--- src/rtl/bitbrick_seq_mac_if.sv ---
// Operand/result handshake bundle for bitbrick_seq_mac.
// master drives operands and out_ready; slave is the MAC itself.
interface bitbrick_seq_mac_if #(
    parameter int DW = 8,
    parameter int PW = 16
);
    logic          in_valid;
    logic          in_ready;
    logic [DW-1:0] a;
    logic [DW-1:0] w;
    logic [1:0]    a_prec;
    logic [1:0]    w_prec;
    logic          a_signed;
    logic          w_signed;
    logic          out_valid;
    logic          out_ready;
    logic [PW-1:0] product;

    modport master (
        output in_valid, a, w, a_prec, w_prec, a_signed, w_signed, out_ready,
        input  in_ready, out_valid, product
    );

    modport slave (
        input  in_valid, a, w, a_prec, w_prec, a_signed, w_signed, out_ready,
        output in_ready, out_valid, product
    );
endinterface

--- src/rtl/bitbrick_seq_mac.sv ---
// Sequential variable-precision multiplier: one 2b x 2b bitbrick is reused
// over all slice pairs, accumulating shifted partial products.
//
// state | meaning
// IDLE  | waiting for operands, in_ready high
// RUN   | one (i, j) slice pair accumulated per cycle, j innermost
// DONE  | product valid, held until out_ready

module bitbrick (
    input  logic [1:0] x,
    input  logic [1:0] y,
    input  logic       sx,
    input  logic       sy,
    output logic [3:0] p
);
    logic signed [2:0] xe;
    logic signed [2:0] ye;
    logic signed [3:0] pf;

    // Every 2b x 2b product (-6..9) fits in 4 bits; the caller decides
    // whether to read it back as signed or unsigned.
    assign xe = {sx & x[1], x};
    assign ye = {sy & y[1], y};
    assign pf = xe * ye;
    assign p  = pf;
endmodule

module bitbrick_seq_mac #(
    parameter int DW = 8,
    parameter int PW = 16
) (
    input  logic                clk,
    input  logic                rst_n,
    input  logic                clear,
    bitbrick_seq_mac_if.slave   bus,
    output logic                busy
);
    typedef enum logic [1:0] {IDLE, RUN, DONE} state_t;

    state_t        state_q, state_d;
    logic [DW-1:0] a_q, a_d;
    logic [DW-1:0] w_q, w_d;
    logic [1:0]    a_last_q, a_last_d;
    logic [1:0]    w_last_q, w_last_d;
    logic          a_sgn_q, a_sgn_d;
    logic          w_sgn_q, w_sgn_d;
    logic [1:0]    i_q, i_d;
    logic [1:0]    j_q, j_d;
    logic [PW-1:0] acc_q, acc_d;
    logic [PW-1:0] product_q, product_d;

    logic [1:0]    a_sl, w_sl;
    logic          a_sl_sgn, w_sl_sgn;
    logic [3:0]    bb_p;
    logic [3:0]    shamt;
    logic [PW-1:0] term_ext;
    logic [PW-1:0] term;
    logic [PW-1:0] acc_sum;

    // Precision code to index of the last 2-bit slice.
    function automatic logic [1:0] last_idx(input logic [1:0] prec);
        case (prec)
            2'b00:   last_idx = 2'd0;
            2'b01:   last_idx = 2'd1;
            default: last_idx = 2'd3;
        endcase
    endfunction

    assign a_sl     = a_q[{i_q, 1'b0} +: 2];
    assign w_sl     = w_q[{j_q, 1'b0} +: 2];
    assign a_sl_sgn = a_sgn_q && (i_q == a_last_q);
    assign w_sl_sgn = w_sgn_q && (j_q == w_last_q);

    bitbrick u_bitbrick (
        .x  (a_sl),
        .y  (w_sl),
        .sx (a_sl_sgn),
        .sy (w_sl_sgn),
        .p  (bb_p)
    );

    assign term_ext = (a_sl_sgn || w_sl_sgn) ? {{(PW-4){bb_p[3]}}, bb_p}
                                             : {{(PW-4){1'b0}}, bb_p};
    assign shamt    = {1'b0, i_q, 1'b0} + {1'b0, j_q, 1'b0};
    assign term     = term_ext << shamt;
    assign acc_sum  = acc_q + term;

    always_comb begin
        state_d   = state_q;
        a_d       = a_q;
        w_d       = w_q;
        a_last_d  = a_last_q;
        w_last_d  = w_last_q;
        a_sgn_d   = a_sgn_q;
        w_sgn_d   = w_sgn_q;
        i_d       = i_q;
        j_d       = j_q;
        acc_d     = acc_q;
        product_d = product_q;

        case (state_q)
            IDLE: begin
                if (bus.in_valid) begin
                    state_d  = RUN;
                    a_d      = bus.a;
                    w_d      = bus.w;
                    a_last_d = last_idx(bus.a_prec);
                    w_last_d = last_idx(bus.w_prec);
                    a_sgn_d  = bus.a_signed;
                    w_sgn_d  = bus.w_signed;
                    i_d      = '0;
                    j_d      = '0;
                    acc_d    = '0;
                end
            end
            RUN: begin
                acc_d = acc_sum;
                if (j_q == w_last_q) begin
                    j_d = '0;
                    if (i_q == a_last_q) begin
                        state_d   = DONE;
                        product_d = acc_sum;
                    end else begin
                        i_d = i_q + 2'd1;
                    end
                end else begin
                    j_d = j_q + 2'd1;
                end
            end
            DONE: begin
                if (bus.out_ready) state_d = IDLE;
            end
            default: state_d = IDLE;
        endcase

        // Abort wins over everything, including a completing last pair.
        if (clear) begin
            state_d   = IDLE;
            acc_d     = '0;
            i_d       = '0;
            j_d       = '0;
            product_d = product_q;
        end
    end

    always_ff @(posedge clk or negedge rst_n) begin
        if (!rst_n) begin
            state_q   <= IDLE;
            a_q       <= '0;
            w_q       <= '0;
            a_last_q  <= '0;
            w_last_q  <= '0;
            a_sgn_q   <= 1'b0;
            w_sgn_q   <= 1'b0;
            i_q       <= '0;
            j_q       <= '0;
            acc_q     <= '0;
            product_q <= '0;
        end else begin
            state_q   <= state_d;
            a_q       <= a_d;
            w_q       <= w_d;
            a_last_q  <= a_last_d;
            w_last_q  <= w_last_d;
            a_sgn_q   <= a_sgn_d;
            w_sgn_q   <= w_sgn_d;
            i_q       <= i_d;
            j_q       <= j_d;
            acc_q     <= acc_d;
            product_q <= product_d;
        end
    end

    assign bus.in_ready  = (state_q == IDLE);
    assign bus.out_valid = (state_q == DONE);
    assign bus.product   = product_q;
    assign busy          = (state_q != IDLE);
endmodule

--- src/flat_wrapper.sv ---
// flat-port wrapper written by rule: the top's interface ports become plain ports
module bitbrick_seq_mac_flat 
#(
    parameter int DW = 8,
    parameter int PW = 16
)
  (clk, rst_n, clear, busy, bus_in_valid, bus_a, bus_w, bus_a_prec, bus_w_prec, bus_a_signed, bus_w_signed, bus_out_ready, bus_in_ready, bus_out_valid, bus_product);
  bitbrick_seq_mac_if #(.DW(DW), .PW(PW)) bus_i ();
  input  logic clk;
  input  logic rst_n;
  input  logic clear;
  output logic busy;
  input wire logic [$bits(bus_i.in_valid)-1:0] bus_in_valid;
  input wire logic [$bits(bus_i.a)-1:0] bus_a;
  input wire logic [$bits(bus_i.w)-1:0] bus_w;
  input wire logic [$bits(bus_i.a_prec)-1:0] bus_a_prec;
  input wire logic [$bits(bus_i.w_prec)-1:0] bus_w_prec;
  input wire logic [$bits(bus_i.a_signed)-1:0] bus_a_signed;
  input wire logic [$bits(bus_i.w_signed)-1:0] bus_w_signed;
  input wire logic [$bits(bus_i.out_ready)-1:0] bus_out_ready;
  output wire logic [$bits(bus_i.in_ready)-1:0] bus_in_ready;
  output wire logic [$bits(bus_i.out_valid)-1:0] bus_out_valid;
  output wire logic [$bits(bus_i.product)-1:0] bus_product;
  assign bus_i.in_valid = bus_in_valid;
  assign bus_i.a = bus_a;
  assign bus_i.w = bus_w;
  assign bus_i.a_prec = bus_a_prec;
  assign bus_i.w_prec = bus_w_prec;
  assign bus_i.a_signed = bus_a_signed;
  assign bus_i.w_signed = bus_w_signed;
  assign bus_i.out_ready = bus_out_ready;
  assign bus_in_ready = bus_i.in_ready;
  assign bus_out_valid = bus_i.out_valid;
  assign bus_product = bus_i.product;
  bitbrick_seq_mac #(.DW(DW), .PW(PW)) u_core (.clk(clk), .rst_n(rst_n), .clear(clear), .bus(bus_i), .busy(busy));
endmodule
--- config.mk ---
export PLATFORM = sky130hd
export DESIGN_NAME = bitbrick_seq_mac_flat
export DESIGN_NICKNAME = d
export VERILOG_FILES = /design/src/rtl/bitbrick_seq_mac_if.sv /design/src/rtl/bitbrick_seq_mac.sv /design/src/flat_wrapper.sv
export SDC_FILE = /design/constraint.sdc
export NUM_CORES = 1
export LEC_CHECK = 0
export ABC_AREA = 1
export CELL_PAD_IN_SITES_DETAIL_PLACEMENT = 2
export CELL_PAD_IN_SITES_GLOBAL_PLACEMENT = 2
export CORE_UTILIZATION = 34
export DETAILED_ROUTE_END_ITERATION = 10
export GPL_TIMING_DRIVEN = 0
export PLACE_DENSITY = 0.9
export SLEW_MARGIN = 20
export SYNTH_ARGS = -nofsm -noshare
export SYNTH_HDL_FRONTEND = slang
export SYNTH_SLANG_ARGS = --single-unit
--- constraint.sdc ---
create_clock -name clk -period 5.9 [get_ports clk]
set_input_delay 0.59 -clock clk [delete_from_list [all_inputs] [get_ports clk]]
set_output_delay 0.59 -clock clk [all_outputs]
set_load 0.1 [all_outputs]
Word level (Yosys, flattened, before mapping)
Index checks and enable logic that the tools add are counted.
- flip-flop bits (word level): 60
- word-level logic and storage cells: 66
- $add $sub $neg: 4
- multipliers: 1
- eq/ne operators: 11
- shifts and indexed selects: 3
- multiplexer cells: 20
- bitwise gates (word level): 3
- reductions and logical operators: 13
- operators with widths (operator ; count):
    2-to-1 mux 16 bit ; 3
    one-hot mux 16 bit (2 select lines) ; 1
    2-to-1 mux 2 bit ; 11
    adder 16 bit ; 1
    one-hot mux 2 bit (2 select lines) ; 4
    variable part select 8 x 4 -> 2 bit ; 2
    << shifter 16 x 4 -> 16 bit ; 1
    AND reduction 4 bit ; 3
    inequality test 3 bit (second input constant) ; 3
    == test 2 x 1 -> 1 bit (second input constant) ; 3
    logical NOT 2 bit ; 3
    inequality test 3 x 2 -> 1 bit (second input constant) ; 2
    one-hot mux 2 bit (3 select lines) ; 1
    adder 2 x 1 -> 2 bit (second input constant) ; 2
    adder 3 x 3 -> 4 bit ; 1
    == test 2 bit ; 2
    multiplier 3 x 3 -> 4 bit ; 1
    AND reduction 2 bit ; 2
    nonzero test 3 bit ; 1
    bitwise AND 1 bit ; 2
    == test 2 bit (second input constant) ; 1
    logical AND 1 bit ; 2
    nonzero test 2 bit ; 1
    logical OR 1 bit ; 1
    NOT 1 bit ; 1

Longest topological paths before layout
- word-level depth: 9
- mapped depth: 30

By module
From an unflattened synthesis, not the netlist that was laid out.
- cell total of the unflattened synthesis: 461
- area, all modules: 3763.6 µm²
- by module, submodules not included (module ; instances ; cells each ; area each (µm²) ; sequential area each (µm²)):
    bitbrick_seq_mac ; 1 ; 429 ; 3590.9 ; 1501.4
    bitbrick ; 1 ; 32 ; 172.7 ; 0.0

Worst setup path before layout
Ideal clock, no wire load.
- kind: register -> register
- from: reg u_core.i_q[0]
- to: reg u_core.acc_q[13]
- arrival: 4.187 ns
- slack: 1.584 ns
- stages on the path, launching flop included: 27
- buffers on the path: 1
- clock period less this slack: 4.316 ns
- cells stage by stage: dfrtp_1 -> buf_6 -> xnor2_2 -> nand2_2 -> nor2_8 -> nand2_4 -> fa_1 -> fa_1 -> xnor2_1 -> inv_1 -> nand3_1 -> nand2_1 -> nand2_4 -> nand3_4 -> mux2i_1 -> o21ai_1 -> nor2_1 -> ha_1 -> a21oi_1 -> o21ai_0 -> a21o_1 -> a21boi_1 -> o21ai_0 -> nand2_1 -> nand2_1 -> xor2_1 -> o21ai_1
- longest elaborated chain between the ends: 9
- ends and longest elaborated chain (what ; line ; text):
    from (decl) ; bitbrick_seq_mac.sv:47 ; logic [1:0] i_q, i_d;
    from (signal assigned) ; bitbrick_seq_mac.sv:167 ; i_q <= i_d;
    branches (longest 5 deep; another with multiplier 3 x 3 -> 4 bit) ; n/a ;
    << shifter 16 x 4 -> 16 bit * ; bitbrick_seq_mac.sv:85 ; assign term = term_ext << shamt;
    adder 16 bit * ; bitbrick_seq_mac.sv:86 ; assign acc_sum = acc_q + term;
    one-hot mux 16 bit (2 select lines) * ; bitbrick_seq_mac.sv:101 ; case (state_q)
    2-to-1 mux 16 bit * ; bitbrick_seq_mac.sv:137 ; if (clear) begin
    to (signal assigned) ; bitbrick_seq_mac.sv:157 ; acc_q <= '0;
    to (signal assigned) ; bitbrick_seq_mac.sv:169 ; acc_q <= acc_d;
    to (decl) ; bitbrick_seq_mac.sv:49 ; logic [PW-1:0] acc_q, acc_d;
Mark *: on every way between the ends.
A chain may end at the register's enable or synchronous reset.

Worst setup path after layout
- from: reg u_core.j_q[1]
- to: reg u_core.acc_q[13]
- longest elaborated chain between the ends: 9
- ends and longest elaborated chain (what ; line ; text):
    from (decl) ; bitbrick_seq_mac.sv:48 ; logic [1:0] j_q, j_d;
    from (signal assigned) ; bitbrick_seq_mac.sv:168 ; j_q <= j_d;
    branches (longest 5 deep; another with multiplier 3 x 3 -> 4 bit) ; n/a ;
    << shifter 16 x 4 -> 16 bit * ; bitbrick_seq_mac.sv:85 ;
    adder 16 bit * ; bitbrick_seq_mac.sv:86 ;
    one-hot mux 16 bit (2 select lines) * ; bitbrick_seq_mac.sv:101 ;
    2-to-1 mux 16 bit * ; bitbrick_seq_mac.sv:137 ;
Marked as above.

==> reports/metrics.cfg <==
[status]
status=finished, final reports clean

[worst_hold_path]
hold_path.class=input port to async pin

[clocking]
clkTransAtPathRegs_ns=0.07
htreeDepth=3
cts_resized=0
post_cts.repair.setup_buffers=0
cts_tree=yes
cts_buffer_depth=2
numCtsBuffers=9
cts_hold_repair.buffers=0
root_buffer=clkbuf_8
clock_sinks=60
insertion_delay_ns=0.36

[yosys]
syn_area_sq_um=3720
syn_inst=438
seq_area_frac_synth_pct=40.4
ys_types=47
syn_area_per_cell_sq_um=8.49
async_reset_ff_share_pct=100
syn-num-nets=486
ys_top_cells_by_count=nand2_1 (107), dfrtp_1 (60), inv_1 (39)
synth_edf_count=0
synth-seq-cells=60
ys.flop_type=dfrtp_1
synth.most_common_cell=nand2_1
synthTopCellsByArea=dfrtp_1 (40%), nand2_1 (11%), ha_1 (5.7%), mux2_2 (5.5%), o21ai_0 (4.4%)
netlist.area_leader.share_pct=40.4
synth.largest_area_cell=dfrtp_1
synth_warnings=0

[setup_path]
startpoint_type=flop
endpoint_kind=flop
max_stage_delay_ns=0.53
r2r_end=u_core.acc_q[13]
required_ns=6.13
cpMaxStageDelayCell=dfrtp_1
r2r_start=u_core.j_q[1]
ff2ff_path_depth=28
critPathMaxFanout=6
rrSetupSlack_ns=0.52
path_class=flop to flop
arrival_ns=5.61
path_common_cell=nand2_1

[die]
fp.dieW_um=107
core-area_sq_um=10500
dieHeight_um=107
die-area_sq_um=11400
pin_count=46
rows=37
start_util_pct=35.5

[drt]
drc=0
dr.pass1.iters=4
vias=3334
routed_via_density=5.24
drt-initial-drc-count=82
drt-wirelength-per-cell_um=18.1
routed_wirelength_um=11500
postRouteAntennaNets=0

[placement]
io_buffers=45
dpl.hpwl_um=8880
gp_congestion=0.829

[run]
drv_cap=0

[timing]
setup_viol=0
slew_headroom_pct=34.5
period_needed_ns=5.38
tightest_slew_ns=0.979
clock.fmax_ghz=0.186
setup_tns_ns=0
layout_worst_path_cycle_share_pct=91.3
rsz0062_at_grt=no
hold_viol_final=0
fin_worst_skew_ns=0.0115
finalMaxSlewViolations=0

[global_route]
first_global_vias=3802
antenna_found_initial=0
grt_pass1_wl_um=18900
grt.total_usage_pct=22.1
grt-ovfl-total=0
grt_max_degree=41

[final_layout]
antenna_cells=0
nNetsFinal=543
area_delta_synth_final_pct=22.0
drive_above_1_share_pct=13.4

[area by class of cell]
type | instances | area, sq um
multi-input combinational | 326 | 2010
fill | 1210 | 5930
timing repair buffer | 46 | 468
inverter | 43 | 166
tap | 136 | 170
clock inverter | 1 | 5.00
buffer | 9 | 43.8
clock buffer | 15 | 176
sequential | 60 | 1500
[state kept, by name (all words and copies together), names as in the netlist]
register	cells
u_core.w_q	8
u_core.w_last_q	2
u_core.acc_q	16
u_core.j_q	2
u_core.a_last_q	2
u_core.a_q	8
u_core.w_sgn_q	1
u_core.i_q	2
u_core.state_q	2
u_core.bus.product	16
u_core.a_sgn_q	1
[critical path: cells and delay by family (launching register included)]
family,cells,cell delay (ns)
flip-flops,1,0.53
XOR/XNOR,2,0.50
AO/OA/AOI/OAI,7,1.21
buffers and inverters,2,0.22
adder cells (fa/ha/maj),3,1.24
multiplexers,1,0.20
AND/OR/NAND/NOR,13,1.32
[worst max-delay path by stage]
stage | start | to | slack [ns] | cells after the start
after floorplan | u_core.i_q[0] | u_core.acc_q[13] | 1.58 | 26
after global placement | u_core.j_q[0] | u_core.acc_q[13] | 0.77 | 27
after detailed placement | u_core.j_q[1] | u_core.acc_q[13] | 0.46 | 28
after CTS | u_core.j_q[1] | u_core.acc_q[13] | 0.47 | 28
after global routing | u_core.j_q[0] | u_core.acc_q[13] | 0.05 | 27
final | u_core.j_q[1] | u_core.acc_q[13] | 0.52 | 28
[through the flow]
stage	setup WS, ns	area (sq um)	util, %	hold WS (ns)	instances
2_1_floorplan	1.58	3720	-	0.294	438
3_3_place_gp	0.765	4340	41.5	0.465	619
3_5_place_dp	0.460	4360	41.6	0.472	620
4_1_cts	0.469	4540	43.4	0.112	636
5_1_grt	0.0526	4540	43.4	0.129	636
6_report	0.516	4540	43.4	0.117	636
[metal layers]
layer	vias to the layer above	part of all wire [%]	track usage [%]
li1	1563	-	-
met1	1684	36	21.2
met2	59	58	44.3
met3	28	2.8	4.54
met4	0	2.7	9.39
met5	-	0	0
[cells in the final DEF (no fill, tap or decap), drive strengths merged, types with 18 or more instances in the layout]
master	netlist	final
inv	43	43
nand2	120	120
nand3	27	27
clkbuf	6	21
mux2	18	18
nor2	36	36
clkdlybuf4s50	0	44
dfrtp	60	60
a21oi	21	21
o21ai	39	39
[cell families after synthesis]
logic type / Yosys count / synth area share, %
AND/OR/NAND/NOR: 191 / 24.1
flip-flops: 60 / 40.4
AO/OA/AOI/OAI: 80 / 12.5
adder cells (fa/ha/maj): 21 / 7.88
XOR/XNOR: 15 / 3.74
buffers and inverters: 52 / 5.65
multiplexers: 19 / 5.72
Power is left out: the tool's default activity adds up to more than one toggle a clock period on the data nets, which glitch-free logic cannot reach.
